===== config.mk =====
export PLATFORM = sky130hd
export DESIGN_NAME = seq_tnn_stream_flat
export DESIGN_NICKNAME = d
export VERILOG_FILES = /design/src/rtl/seq_tnn_stream_if.sv /design/src/rtl/seq_tnn_stream.sv /design/src/flat_wrapper.sv
export SDC_FILE = /design/constraint.sdc
export NUM_CORES = 1
export LEC_CHECK = 0
export CAP_MARGIN = 30
export CORE_AREA = 3 3 207 209
export CTS_BUF_LIST = sky130_fd_sc_hd__clkbuf_4 sky130_fd_sc_hd__clkbuf_8
export DETAILED_ROUTE_END_ITERATION = 10
export DIE_AREA = 0 0 210 212
export SYNTH_ARGS = -nofsm -noshare
export SYNTH_HDL_FRONTEND = slang
export SYNTH_SLANG_ARGS = --single-unit

===== constraint.sdc =====
create_clock -name clk -period 2.18 [get_ports clk]
set_input_delay 0.436 -clock clk [delete_from_list [all_inputs] [get_ports clk]]
set_output_delay 0.436 -clock clk [all_outputs]
set_load 0.005 [all_outputs]

===== src/rtl/seq_tnn_stream_if.sv =====
// Stream handshake bundle for the sequential ternary classifier: sample in, result out.
// Latency: none, wires only.
// Backpressure: in_ready gates the sample side, out_ready gates the result side.
interface seq_tnn_stream_if #(
   parameter int FEAT_CNT   = 128,
   parameter int FEAT_BITS  = 4,
   parameter int HIDDEN_CNT = 40,
   parameter int CLASS_CNT  = 6
);
   localparam int PRED_W  = (CLASS_CNT > 1) ? $clog2(CLASS_CNT) : 1;
   localparam int SCORE_W = $clog2(HIDDEN_CNT) + 2;

   logic                          in_valid;
   logic                          in_ready;
   logic [FEAT_CNT*FEAT_BITS-1:0] features;
   logic                          out_valid;
   logic                          out_ready;
   logic [PRED_W-1:0]             prediction;
   logic [SCORE_W-1:0]            max_score;

   // Environment side: supplies samples and consumes results.
   modport master (
      output in_valid, features, out_ready,
      input  in_ready, out_valid, prediction, max_score
   );

   // Classifier side.
   modport slave (
      input  in_valid, features, out_ready,
      output in_ready, out_valid, prediction, max_score
   );
endinterface


===== src/rtl/seq_tnn_stream.sv =====
// Sequential sparse ternary NN classifier: dense ternary L1, CSR-sparse L2, argmax.
// Latency: out_valid rises HIDDEN_CNT*C + NNZ2 + CLASS_CNT + 1 cycles after the accept edge.
// Backpressure: in_ready only in IDLE; result held in DONE until out_ready, no overlap.
module seq_tnn_stream #(
   parameter int FEAT_CNT        = 128,
   parameter int FEAT_BITS       = 4,
   parameter int HIDDEN_CNT      = 40,
   parameter int CLASS_CNT       = 6,
   parameter int FEATS_PER_CYCLE = 1,
   parameter logic [HIDDEN_CNT*FEAT_CNT-1:0] POS_MASK = '0,
   parameter logic [HIDDEN_CNT*FEAT_CNT-1:0] NEG_MASK = '0,
   parameter int NNZ2            = 58,
   parameter logic [((NNZ2 > 0) ? NNZ2 : 1)-1:0] SPARSE_VALS2 = '0,
   parameter logic [((NNZ2 > 0) ? NNZ2 : 1)*((HIDDEN_CNT > 1) ? $clog2(HIDDEN_CNT) : 1)-1:0]
                   COL_INDICES = '0,
   parameter logic [(CLASS_CNT+1)*((NNZ2 > 0) ? $clog2(NNZ2+1) : 1)-1:0] ROW_PTRS = '0
) (
   input  logic               clk,
   input  logic               rst,
   seq_tnn_stream_if.slave    io,
   output logic               busy
);

   localparam int C       = (FEAT_CNT + FEATS_PER_CYCLE - 1) / FEATS_PER_CYCLE;
   localparam int NNZ_W   = (NNZ2 > 0) ? NNZ2 : 1;
   localparam int CIW     = (HIDDEN_CNT > 1) ? $clog2(HIDDEN_CNT) : 1;
   localparam int RPW     = (NNZ2 > 0) ? $clog2(NNZ2 + 1) : 1;
   localparam int ACC_W   = FEAT_BITS + $clog2(FEAT_CNT) + 2;
   localparam int SCORE_W = $clog2(HIDDEN_CNT) + 2;
   localparam int PRED_W  = (CLASS_CNT > 1) ? $clog2(CLASS_CNT) : 1;
   localparam int CW      = (C > 1) ? $clog2(C) : 1;
   localparam int KW      = (NNZ_W > 1) ? $clog2(NNZ_W) : 1;
   localparam int FW      = FEAT_CNT * FEAT_BITS;
   localparam int FSW     = (FW > 1) ? $clog2(FW) : 1;
   localparam int WIW     = (HIDDEN_CNT*FEAT_CNT > 1) ? $clog2(HIDDEN_CNT*FEAT_CNT) : 1;
   localparam int CSW     = (NNZ_W*CIW > 1) ? $clog2(NNZ_W*CIW) : 1;

   // A weight cannot be both +1 and -1; refuse to build such a network.
   if ((POS_MASK & NEG_MASK) != '0) begin : g_mask_check
      $error("seq_tnn_stream: POS_MASK and NEG_MASK overlap");
   end

   typedef enum logic [2:0] {S_IDLE, S_L1, S_L2, S_ARGMAX, S_DONE} state_t;

   state_t                     state;
   state_t                     state_nxt;

   logic [FW-1:0]              feat_q;
   logic signed [ACC_W-1:0]    acc;
   logic signed [ACC_W-1:0]    acc_nxt;
   logic signed [ACC_W-1:0]    chunk_sum;
   logic signed [ACC_W-1:0]    feat_ext;
   logic [CW-1:0]              chunk_cnt;
   logic [CIW-1:0]             neuron_cnt;
   logic [HIDDEN_CNT-1:0]      h;            // 1 = +1, 0 = -1
   int                         fi;
   logic [FSW-1:0]             fsel;
   logic [WIW-1:0]             wsel;

   logic [KW-1:0]              k_cnt;
   logic signed [SCORE_W-1:0]  score [CLASS_CNT];
   logic [RPW-1:0]             row_ptr [CLASS_CNT+1];
   logic [CSW-1:0]             csel;
   logic [CIW-1:0]             col_sel;
   logic                       row_hit;
   logic [PRED_W-1:0]          row_idx;
   logic signed [SCORE_W-1:0]  l2_delta;

   logic [PRED_W-1:0]          c_cnt;
   logic [PRED_W-1:0]          best_idx;
   logic signed [SCORE_W-1:0]  best_score;
   logic                       take;
   logic [PRED_W-1:0]          pred_q;
   logic signed [SCORE_W-1:0]  max_q;
   logic                       out_valid_q;

   logic                       accept;
   logic                       l1_last;
   logic                       l2_last;
   logic                       am_last;
   logic                       out_fire;

   assign accept   = io.in_valid && (state == S_IDLE);
   assign l1_last  = (chunk_cnt == CW'(C - 1)) && (neuron_cnt == CIW'(HIDDEN_CNT - 1));
   assign l2_last  = (k_cnt == KW'(NNZ_W - 1));
   assign am_last  = (c_cnt == PRED_W'(CLASS_CNT - 1));
   assign out_fire = out_valid_q && io.out_ready;

   assign io.in_ready   = (state == S_IDLE);
   assign io.out_valid  = out_valid_q;
   assign io.prediction = pred_q;
   assign io.max_score  = max_q;
   assign busy          = (state == S_L1) || (state == S_L2) || (state == S_ARGMAX);

   for (genvar g = 0; g <= CLASS_CNT; g++) begin : g_row_ptr
      assign row_ptr[g] = ROW_PTRS[g*RPW +: RPW];
   end

   // State register.
   always_ff @(posedge clk or negedge rst) begin
      if (!rst) state <= S_IDLE;
      else      state <= state_nxt;
   end

   // Next-state: each compute phase runs for a fixed number of cycles.
   always_comb begin
      state_nxt = state;
      case (state)
         S_IDLE:   if (io.in_valid) state_nxt = S_L1;
         S_L1:     if (l1_last)     state_nxt = (NNZ2 > 0) ? S_L2 : S_ARGMAX;
         S_L2:     if (l2_last)     state_nxt = S_ARGMAX;
         S_ARGMAX: if (am_last)     state_nxt = S_DONE;
         S_DONE:   if (out_fire)    state_nxt = S_IDLE;
         default:                   state_nxt = S_IDLE;
      endcase
   end

   // Capture the sample only on the accept handshake.
   always_ff @(posedge clk or negedge rst) begin
      if (!rst)        feat_q <= '0;
      else if (accept) feat_q <= io.features;
   end

   // Ternary dot product of the current chunk with neuron neuron_cnt; lanes past FEAT_CNT add 0.
   always_comb begin
      chunk_sum = '0;
      feat_ext  = '0;
      fi        = 0;
      fsel      = '0;
      wsel      = '0;
      for (int p = 0; p < FEATS_PER_CYCLE; p++) begin
         fi = int'(chunk_cnt) * FEATS_PER_CYCLE + p;
         if (fi < FEAT_CNT) begin
            fsel     = FSW'(fi * FEAT_BITS);
            wsel     = WIW'(int'(neuron_cnt) * FEAT_CNT + fi);
            feat_ext = $signed({{(ACC_W-FEAT_BITS){1'b0}}, feat_q[fsel +: FEAT_BITS]});
            if (POS_MASK[wsel])      chunk_sum = chunk_sum + feat_ext;
            else if (NEG_MASK[wsel]) chunk_sum = chunk_sum - feat_ext;
         end
      end
      acc_nxt = acc + chunk_sum;
   end

   // Layer 1: accumulate chunks, then binarise the neuron sign and start the next neuron.
   always_ff @(posedge clk or negedge rst) begin
      if (!rst) begin
         acc        <= '0;
         chunk_cnt  <= '0;
         neuron_cnt <= '0;
         h          <= '0;
      end else if (state == S_L1) begin
         if (chunk_cnt == CW'(C - 1)) begin
            h[neuron_cnt] <= ~acc_nxt[ACC_W-1];
            acc           <= '0;
            chunk_cnt     <= '0;
            neuron_cnt    <= (neuron_cnt == CIW'(HIDDEN_CNT - 1)) ? '0 : neuron_cnt + 1'b1;
         end else begin
            acc       <= acc_nxt;
            chunk_cnt <= chunk_cnt + 1'b1;
         end
      end
   end

   // Layer 2 lookup: locate the CSR row owning nonzero k and the signed product with its hidden bit.
   always_comb begin
      csel     = CSW'(int'(k_cnt) * CIW);
      col_sel  = COL_INDICES[csel +: CIW];
      l2_delta = (SPARSE_VALS2[k_cnt] == h[col_sel]) ? SCORE_W'(1) : {SCORE_W{1'b1}};
      row_hit  = 1'b0;
      row_idx  = '0;
      for (int c = 0; c < CLASS_CNT; c++) begin
         if ((int'(k_cnt) >= int'(row_ptr[c])) && (int'(k_cnt) < int'(row_ptr[c+1]))) begin
            row_hit = 1'b1;
            row_idx = PRED_W'(c);
         end
      end
   end

   // Layer 2: scores restart from zero for every accepted sample, one nonzero per cycle.
   always_ff @(posedge clk or negedge rst) begin
      if (!rst) begin
         k_cnt <= '0;
         for (int c = 0; c < CLASS_CNT; c++) score[c] <= '0;
      end else if (accept) begin
         k_cnt <= '0;
         for (int c = 0; c < CLASS_CNT; c++) score[c] <= '0;
      end else if (state == S_L2) begin
         if (row_hit) score[row_idx] <= score[row_idx] + l2_delta;
         k_cnt <= l2_last ? '0 : k_cnt + 1'b1;
      end
   end

   // Strictly-greater comparison keeps the lowest index on ties; class 0 seeds the scan.
   assign take = (c_cnt == '0) || (score[c_cnt] > best_score);

   // Argmax scan; the result registers only change when the scan completes.
   always_ff @(posedge clk or negedge rst) begin
      if (!rst) begin
         c_cnt      <= '0;
         best_idx   <= '0;
         best_score <= '0;
         pred_q     <= '0;
         max_q      <= '0;
      end else if (state == S_ARGMAX) begin
         if (take) begin
            best_idx   <= c_cnt;
            best_score <= score[c_cnt];
         end
         if (am_last) begin
            c_cnt  <= '0;
            pred_q <= take ? c_cnt : best_idx;
            max_q  <= take ? score[c_cnt] : best_score;
         end else begin
            c_cnt <= c_cnt + 1'b1;
         end
      end
   end

   // out_valid rises on the cycle after DONE is entered and drops with the handshake.
   always_ff @(posedge clk or negedge rst) begin
      if (!rst) out_valid_q <= 1'b0;
      else      out_valid_q <= (state == S_DONE) && !out_fire;
   end

endmodule


===== src/flat_wrapper.sv =====
// flat-port wrapper written by rule: the top's interface ports become plain ports
module seq_tnn_stream_flat 
#(
   parameter int FEAT_CNT        = 128,
   parameter int FEAT_BITS       = 4,
   parameter int HIDDEN_CNT      = 40,
   parameter int CLASS_CNT       = 6,
   parameter int FEATS_PER_CYCLE = 1,
   parameter logic [HIDDEN_CNT*FEAT_CNT-1:0] POS_MASK = '0,
   parameter logic [HIDDEN_CNT*FEAT_CNT-1:0] NEG_MASK = '0,
   parameter int NNZ2            = 58,
   parameter logic [((NNZ2 > 0) ? NNZ2 : 1)-1:0] SPARSE_VALS2 = '0,
   parameter logic [((NNZ2 > 0) ? NNZ2 : 1)*((HIDDEN_CNT > 1) ? $clog2(HIDDEN_CNT) : 1)-1:0]
                   COL_INDICES = '0,
   parameter logic [(CLASS_CNT+1)*((NNZ2 > 0) ? $clog2(NNZ2+1) : 1)-1:0] ROW_PTRS = '0
)
  (clk, rst, busy, io_in_valid, io_features, io_out_ready, io_in_ready, io_out_valid, io_prediction, io_max_score);
  seq_tnn_stream_if #(.FEAT_CNT(FEAT_CNT), .FEAT_BITS(FEAT_BITS), .HIDDEN_CNT(HIDDEN_CNT), .CLASS_CNT(CLASS_CNT)) io_i ();
  input  logic clk;
  input  logic rst;
  output logic busy;
  input wire logic [$bits(io_i.in_valid)-1:0] io_in_valid;
  input wire logic [$bits(io_i.features)-1:0] io_features;
  input wire logic [$bits(io_i.out_ready)-1:0] io_out_ready;
  output wire logic [$bits(io_i.in_ready)-1:0] io_in_ready;
  output wire logic [$bits(io_i.out_valid)-1:0] io_out_valid;
  output wire logic [$bits(io_i.prediction)-1:0] io_prediction;
  output wire logic [$bits(io_i.max_score)-1:0] io_max_score;
  assign io_i.in_valid = io_in_valid;
  assign io_i.features = io_features;
  assign io_i.out_ready = io_out_ready;
  assign io_in_ready = io_i.in_ready;
  assign io_out_valid = io_i.out_valid;
  assign io_prediction = io_i.prediction;
  assign io_max_score = io_i.max_score;
  seq_tnn_stream #(.FEAT_CNT(FEAT_CNT), .FEAT_BITS(FEAT_BITS), .HIDDEN_CNT(HIDDEN_CNT), .CLASS_CNT(CLASS_CNT), .FEATS_PER_CYCLE(FEATS_PER_CYCLE), .POS_MASK(POS_MASK), .NEG_MASK(NEG_MASK), .NNZ2(NNZ2), .SPARSE_VALS2(SPARSE_VALS2), .COL_INDICES(COL_INDICES), .ROW_PTRS(ROW_PTRS)) u_core (.clk(clk), .rst(rst), .io(io_i), .busy(busy));
endmodule

==> out/results.txt, run 1 <==
syn_area_per_cell: 11.52 sq um
largest net degree at the start of global routing: 49
Hold Path Class: input port to asynchronous set/reset pin
Final Hold Fails: 0
total wire length: 4529 um
register area: 1201 sq um
most frequent cells in the layout: 48 x dfrtp_1, 19 x nand2_1, 16 x clkdlybuf4s50_1
Post-Syn Area: 2142 sq um
WHS: 213.4 ps
Worst Setup Path Type: flip-flop to output pin
CTS tree: yes
Final Max Tran Viols: 0
initial antenna violation count: 1
CP Max Fanout: 10
largest cells by area after synthesis: dfrtp_1 56%, a22o_1 3.7%, nand2_1 3.3%
synthesized net count: 706
Tmin final: 2024 ps
Nets: 728
multi-input logic area: 887.1 sq um
Synth area leader: dfrtp_1
Max-cap violations: 0
Worst Skew: 3.829 ps
Slew @ Worst Pin: 666.8 ps
Routed wire per std cell: 6.104 um
worst skew pair latency: 300 ps
Vias: 1428
Die Wd: 210 um
number of synthesized register bits: 48
CTS HTree Levels: 2
yosys warns: 0
DR vias/cell: 1.925
postcts setup bufs: 0
fraction of layout cells with a size suffix above 1: 12.50%
fill count: 4753
clk sinks: 48
final instance area: 3058 sq um
Synth-to-Final Area Change: 42.76%
crit end category: output pin
Worst path max stage delay: 550 ps
First DRT Iteration DRCs: 68
Tot Pwr: 1.780 mW
number of CTS-inserted buffers: 5
fmax: 494.1 MHz
Detailed Place HPWL: 3308 um
I/O Pins: 530
PwrDens: 582.2 nW/um^2
vias in the first global route: 1454
setup_tns: 0 ps
gr usage total: 2.138%
root buffer cell: clkbuf_8
total grt overflow: 0
slowest stage cell, crit path: clkdlybuf4s50_1
GP Congestion: 0.6203
Max-slew headroom: 55.08%
pre-CTS setup slack: 324.6 ps
Tcrit/Tclk final: 92.84%
Rows: 74
Die ar.: 44520 sq um
DRC: 0
PnR worst setup slack: 156.0 ps
leading cell type in the layout, fill and taps excluded: dfrtp_1
clock transition at the registers of the reported paths: 80 ps
Initial Util: 5.222%
placed cell areas: 2964 sq um
first-pass GRT wire length: 7279 um
Worst VDD drop: 0.0002085 V
Syn Inst Count: 186
maximum buffer depth of the clock tree: 2
IO Port Bufs: 17
worst path required time: 1740 ps
DRT Pass-1 Iters: 4
# setup viols final: 0
CP Data Arrival Time: 1590 ps
register area share after synthesis: 56.07%
RSZ-0062 raised after global routing: false
outcome: completed
post-route ant nets: 0
critical-path cell list: nor3_2 > clkdlybuf4s50_1
P_leak: 1.181 nW
top cell type's share of synthesized area: 56.07%
nature of the critical path startpoint: flip-flop
Netlist cell types: 43
DIE HEIGHT: 212 um
core area: 41020 sq um
## synth_stat cells (all sizes together)
master	instances
dfrtp	48
nand2	20
nor2	11
o21ai	11
a22o	9
and2	9
buf	8
nand4	6
nor3	6
xor2	6
a21oi	5
xnor2	5
ha	4
nand3	4
a21o	3
a32o	3
and3	3
mux2	3
nor2b	3
nor3b	3
a22oi	2
and3b	2
inv	2
a2111oi	1
a31o	1
and2b	1
and4	1
and4bb	1
nand2b	1
nor4bb	1
o21bai	1
or2	1
or3b	1
## stage by stage
stage | cells | utilization (%)
after floorplan | 186 | -
after global placement | 733 | 7.227
after detailed placement | 733 | 7.227
after CTS | 740 | 7.437
after global routing | 741 | 7.449
final | 742 | 7.455
## final timing paths
kind | start | slack, ps | end | cells after the start
worst max-delay path | u_core.state[2] | 160 | io_in_ready | 2
worst min-delay path | rst | 210 | u_core.best_score[2] | 2
worst max register to register | u_core.state[1] | 360 | u_core.neuron_cnt[0] | 4
worst min register to register | u_core.io.max_score[7] | 490 | u_core.io.max_score[7] | 1
max in group asynchronous | rst | 1540 | u_core.k_cnt[4] | 2
min in group clk | u_core.io.max_score[7] | 490 | u_core.io.max_score[7] | 1
## kinds of logic (layout without fill, tap and decap cells)
family | after synthesis | after routing | share of synthesized area (%)
AO/OA/AOI/OAI | 36 | 36 | 11.74
XOR/XNOR | 11 | 11 | 4.848
adder cells (fa/ha/maj) | 4 | 4 | 2.337
buffers and inverters | 10 | 32 | 2.862
flip-flops | 48 | 48 | 56.07
multiplexers | 3 | 3 | 1.577
other | 0 | 2 | 0
AND/OR/NAND/NOR | 74 | 74 | 20.56
## layer usage
layer | part of all wire, % | track usage, %
met5 | 0 | 0
met4 | 7.4 | 2.627
met3 | 5.1 | 0.6640
met2 | 44 | 3.053
met1 | 43 | 2.299
## state kept, by name, summed over array words and instances (netlist names)
name and cells:
u_core.best_idx 3, u_core.best_score 8, u_core.c_cnt 3, u_core.chunk_cnt 7, u_core.io.max_score 8, u_core.io.out_valid 1, u_core.io.prediction 3, u_core.k_cnt 6
u_core.neuron_cnt 6, u_core.state 3
## cell type report
class	instances	share of cell area [%]
Multi-Input combinational cell	128	29.01
Timing Repair Buffer	23	6.874
Inverter	2	0.2455
Clock inverter	1	0.1637
Clock buffer	6	2.496
Tap cell	532	21.77
Antenna cell	2	0.1637
Sequential cell	48	39.28
## timing repair
action | 4_1_cts | 5_1_grt
gates resized for setup | 1 | 1
hold buffers | 0 | 0
pin swaps | 0 | 0
endpoints found under the setup margin | 1 | 1
## power breakdown
| part | total, mW | switching, mW | leakage [nW] | internal, mW |
|---|---|---|---|---|
| registers | 1.04 | 0.0788 | 0.652 | 0.963 |
| clock network | 0.518 | 0.287 | 0.0445 | 0.231 |
| logic | 0.221 | 0.112 | 0.485 | 0.109 |
| total | 1.78 | 0.477 | 1.18 | 1.30 |
## critical path, delay by kind of cell, from the launching register on
| kind | cells | cell delay [ps] |
|---|---|---|
| simple gates | 1 | 240 |
| buf+inv | 1 | 550 |
| flops | 1 | 500 |
No activity file was read; power rests on OpenSTA's default activity.
==> run 2: changes to the inputs <==
--- a/config.mk
+++ b/config.mk
@@ -5,11 +5,11 @@
 export SDC_FILE = /design/constraint.sdc
 export NUM_CORES = 1
 export LEC_CHECK = 0
+export ABC_AREA = 1
 export CAP_MARGIN = 30
-export CORE_AREA = 3 3 207 209
-export CTS_BUF_LIST = sky130_fd_sc_hd__clkbuf_4 sky130_fd_sc_hd__clkbuf_8
+export CORE_AREA = 3 3 206 208
 export DETAILED_ROUTE_END_ITERATION = 10
-export DIE_AREA = 0 0 210 212
+export DIE_AREA = 0 0 209 211
 export SYNTH_ARGS = -nofsm -noshare
 export SYNTH_HDL_FRONTEND = slang
 export SYNTH_SLANG_ARGS = --single-unit
==> run 2 against run 1 <==
- register-to-register slack improved by 280 ps
- global-route usage shrank 0.067 points
- design area increased by 2.5%
- sequential cell count unchanged
- total power grew 63%
- clock skew grew 1.7 ps
- non-clock buffer count shrank 4
- core utilization increased by 0.24 points
- die area shrank 0.95%
- via count grew 11%
- first-iteration DRC count is 34% lower
- largest power group unchanged
==> out/results.txt, run 2 <==
GRT Max-Usage Layer: met2 (unchanged)
fmax: 506.3 MHz (was 494.1 MHz)
most frequent cells after synthesis: 48 x dfrtp_1, 48 x nand2_1, 31 x inv_1, 28 x nor2_1, 21 x o21ai_0 (was 48 x dfrtp_1, 19 x nand2_1, 11 x nor2_1)
reg2reg start: u_core.state[1] (unchanged)
nature of the critical path startpoint: flip-flop (unchanged)
Worst Setup Path Type: flip-flop to output pin (unchanged)
pre-CTS setup slack: 291.6 ps (was 324.6 ps)
postcts setup bufs: 0 (unchanged)
Synth area leader: dfrtp_1 (unchanged)
Max-cap violations: 0 (unchanged)
gr usage total: 2.071% (was 2.138%)
Vias: 1591 (was 1428)
Final Max Tran Viols: 0 (unchanged)
fraction of layout cells with a size suffix above 1: 7.634% (was 12.50%)
DRT Pass-1 Iters: 4 (unchanged)
multi-input logic area: 777.0 sq um (was 887.1 sq um)
CP Data Arrival Time: 1540 ps (was 1590 ps)
DIE HEIGHT: 211 um (was 212 um)
Post-Syn Area: 2121 sq um (was 2142 sq um)
Slew @ Worst Pin: 540.5 ps (was 666.8 ps)
PnR worst setup slack: 204.9 ps (was 156.0 ps)
Syn Inst Count: 236 (was 186)
met2 Use GR: 3.167% (was 3.053%)
post-route ant nets: 0 (unchanged)
FF-to-FF End: u_core.neuron_cnt[2] (was u_core.neuron_cnt[0])
top cell type's share of synthesized area: 56.64% (was 56.07%)
Tmin final: 1975 ps (was 2024 ps)
number of CTS-inserted buffers: 5 (unchanged)
Max-slew headroom: 63.96% (was 55.08%)
PwrDens: 924.4 nW/um^2 (was 582.2 nW/um^2)
final std cells w/o fill: 794 (was 742)
Worst Skew: 5.567 ps (was 3.829 ps)
DR vias/cell: 2.004 (was 1.925)
worst r2r path cells: 5 (was 4)
Synth-to-Final Area Change: 47.79% (was 42.76%)
Routed wire per std cell: 5.615 um (was 6.104 um)
number of synthesized register bits: 48 (unchanged)
r2r setup slk: 640 ps (was 360 ps)
clk sinks: 48 (unchanged)
Worst VDD drop: 0.0004327 V (was 0.0002085 V)
most frequent cells in the layout: 48 x nand2_1, 48 x dfrtp_1, 31 x inv_1 (was 48 x dfrtp_1, 19 x nand2_1, 16 x clkdlybuf4s50_1)
Final Hold Fails: 0 (unchanged)
grt met3 use: 0.6238% (was 0.6640%)
Hold Path Class: input port to asynchronous set/reset pin (unchanged)
Die Wd: 209 um (was 210 um)
GP Congestion: 0.7205 (was 0.6203)
largest net degree at the start of global routing: 27 (was 49)
RSZ-0062 raised after global routing: false (unchanged)
clock transition at the registers of the reported paths: 70 ps (was 80 ps)
worst path required time: 1740 ps (about the same)
initial antenna violation count: 0 (was 1)
Synth Flop Type: dfrtp_1 (unchanged)
P_leak: 1.188 nW (was 1.181 nW)
Tcrit/Tclk final: 90.60% (was 92.84%)
CTS tree: yes (unchanged)
worst skew pair latency: 290 ps (was 300 ps)
first-pass GRT wire length: 7645 um (was 7279 um)
Ant. Diodes: 0 (was 2)
Netlist cell types: 25 (was 43)
Detailed Place HPWL: 3300 um (was 3308 um)
DRC: 0 (unchanged)
fill count: 4778 (was 4753)
setup_tns: 0 ps (unchanged)
Nets: 781 (was 728)
Initial Util: 5.206% (was 5.222%)
CP Max Fanout: 7 (was 10)
vias in the first global route: 1595 (was 1454)
total grt overflow: 0 (unchanged)
yosys warns: 0 (unchanged)
Inst Count DP: 786 (was 733)
Setup crit start: u_core.state[1] (was u_core.state[2])
outcome: completed (unchanged)
Post-synth ARST share: 100.0% (unchanged)
IO Port Bufs: 17 (unchanged)
Die ar.: 44100 sq um (was 44520 sq um)
maximum buffer depth of the clock tree: 2 (unchanged)
largest cells by area after synthesis: dfrtp_1 57%, nand2_1 8.5%, inv_1 5.5% (was dfrtp_1 56%, a22o_1 3.7%, nand2_1 3.3%)
First DRT Iteration DRCs: 45 (was 68)
crit end category: output pin (unchanged)
core area: 40740 sq um (was 41020 sq um)
Rows: 74 (unchanged)
met1 Usage GRT: 2.827% (was 2.299%)
syn_area_per_cell: 8.986 sq um (was 11.52 sq um)
I/O Pins: 530 (unchanged)
root buffer cell: clkbuf_16 (was clkbuf_8)
# setup viols final: 0 (unchanged)
register area share after synthesis: 56.64% (was 56.07%)
Post-synth EDFFs: 0 (unchanged)
CTS HTree Levels: 2 (unchanged)
total wire length: 4458 um (was 4529 um)
register area: 1201 sq um (unchanged)
synthesized net count: 756 (was 706)
## run 2: cell count changes after synthesis, sizes merged, moves of 4 or more
cell,delta
nand4,-4
inv,+33
buf,-7
nand2,+29
nor2,+19
o21ai,+12
a22o,-9
nand3,+13
o22ai,+5
and2,-9
## run 2: area by class of cell
cell class / instances / share of cell area [%]
Clock buffer: 5 / 3.992
Clock inverter: 3 / 1.357
Inverter: 35 / 4.192
Multi-Input combinational cell: 152 / 24.79
Sequential cell: 48 / 38.32
Tap cell: 532 / 21.24
Timing Repair Buffer: 19 / 6.108
## run 2: kinds of logic after synthesis
kind of cell	after synthesis	synth area share (%)
adder cells (fa/ha/maj)	4	2.360
AND/OR/NAND/NOR	102	21.00
XOR/XNOR	10	4.130
flip-flops	48	56.64
AO/OA/AOI/OAI	36	9.145
buffers and inverters	36	6.725
## run 2: per-stage QoR
stage / total power [mW] / util [%] / hold slack (ps) / cell area (sq um)
after floorplan: 1.761 / - / 140.4 / 2121
after global placement: 2.051 / 7.285 / 463.2 / 2968
after detailed placement: 2.063 / 7.285 / 457.8 / 2968
after CTS: 2.942 / 7.693 / 152.0 / 3134
after global routing: 3.120 / 7.693 / 165.9 / 3134
final: 2.897 / 7.693 / 128.2 / 3134
## run 2: how the worst max path moves through the flow
stage / endpoint / slack [ps] / cells past startpoint
global placement: busy / 270 / 3
finish: io_in_ready / 200 / 2
detailed placement: busy / 290 / 3
CTS: io_in_ready / 180 / 2
floorplan: u_core.neuron_cnt[2] / 850 / 6
global route: io_in_ready / 100 / 2
## run 2: report_power, final
part | switching, mW | internal (mW)
clock | 0.331 | 0.539
combinational | 0.514 | 0.308
sequential | 0.156 | 1.05
total | 1.00 | 1.90
## run 2: metal layers
metal | share of wire [%] | wire, um | up-vias
li1 | - | - | 807
met1 | 52 | 2328 | 758
met2 | 44 | 1948 | 24
met3 | 3.8 | 170 | 2
met4 | 0.25 | 11 | 0
met5 | 0 | 0 | -
## run 2: what timing repair did
action / CTS / global route
endpoints found under the setup margin: 1 / 0
hold buffers: 0 / 0
gates resized for setup: 1 / 0
hold endpoints to repair: 0 / 0
## run 2: worst max-delay path, cell delays in order, from the launching register on
cell and delay (ps):
dfrtp_1 480, nor3_1 230, clkdlybuf4s50_1 550
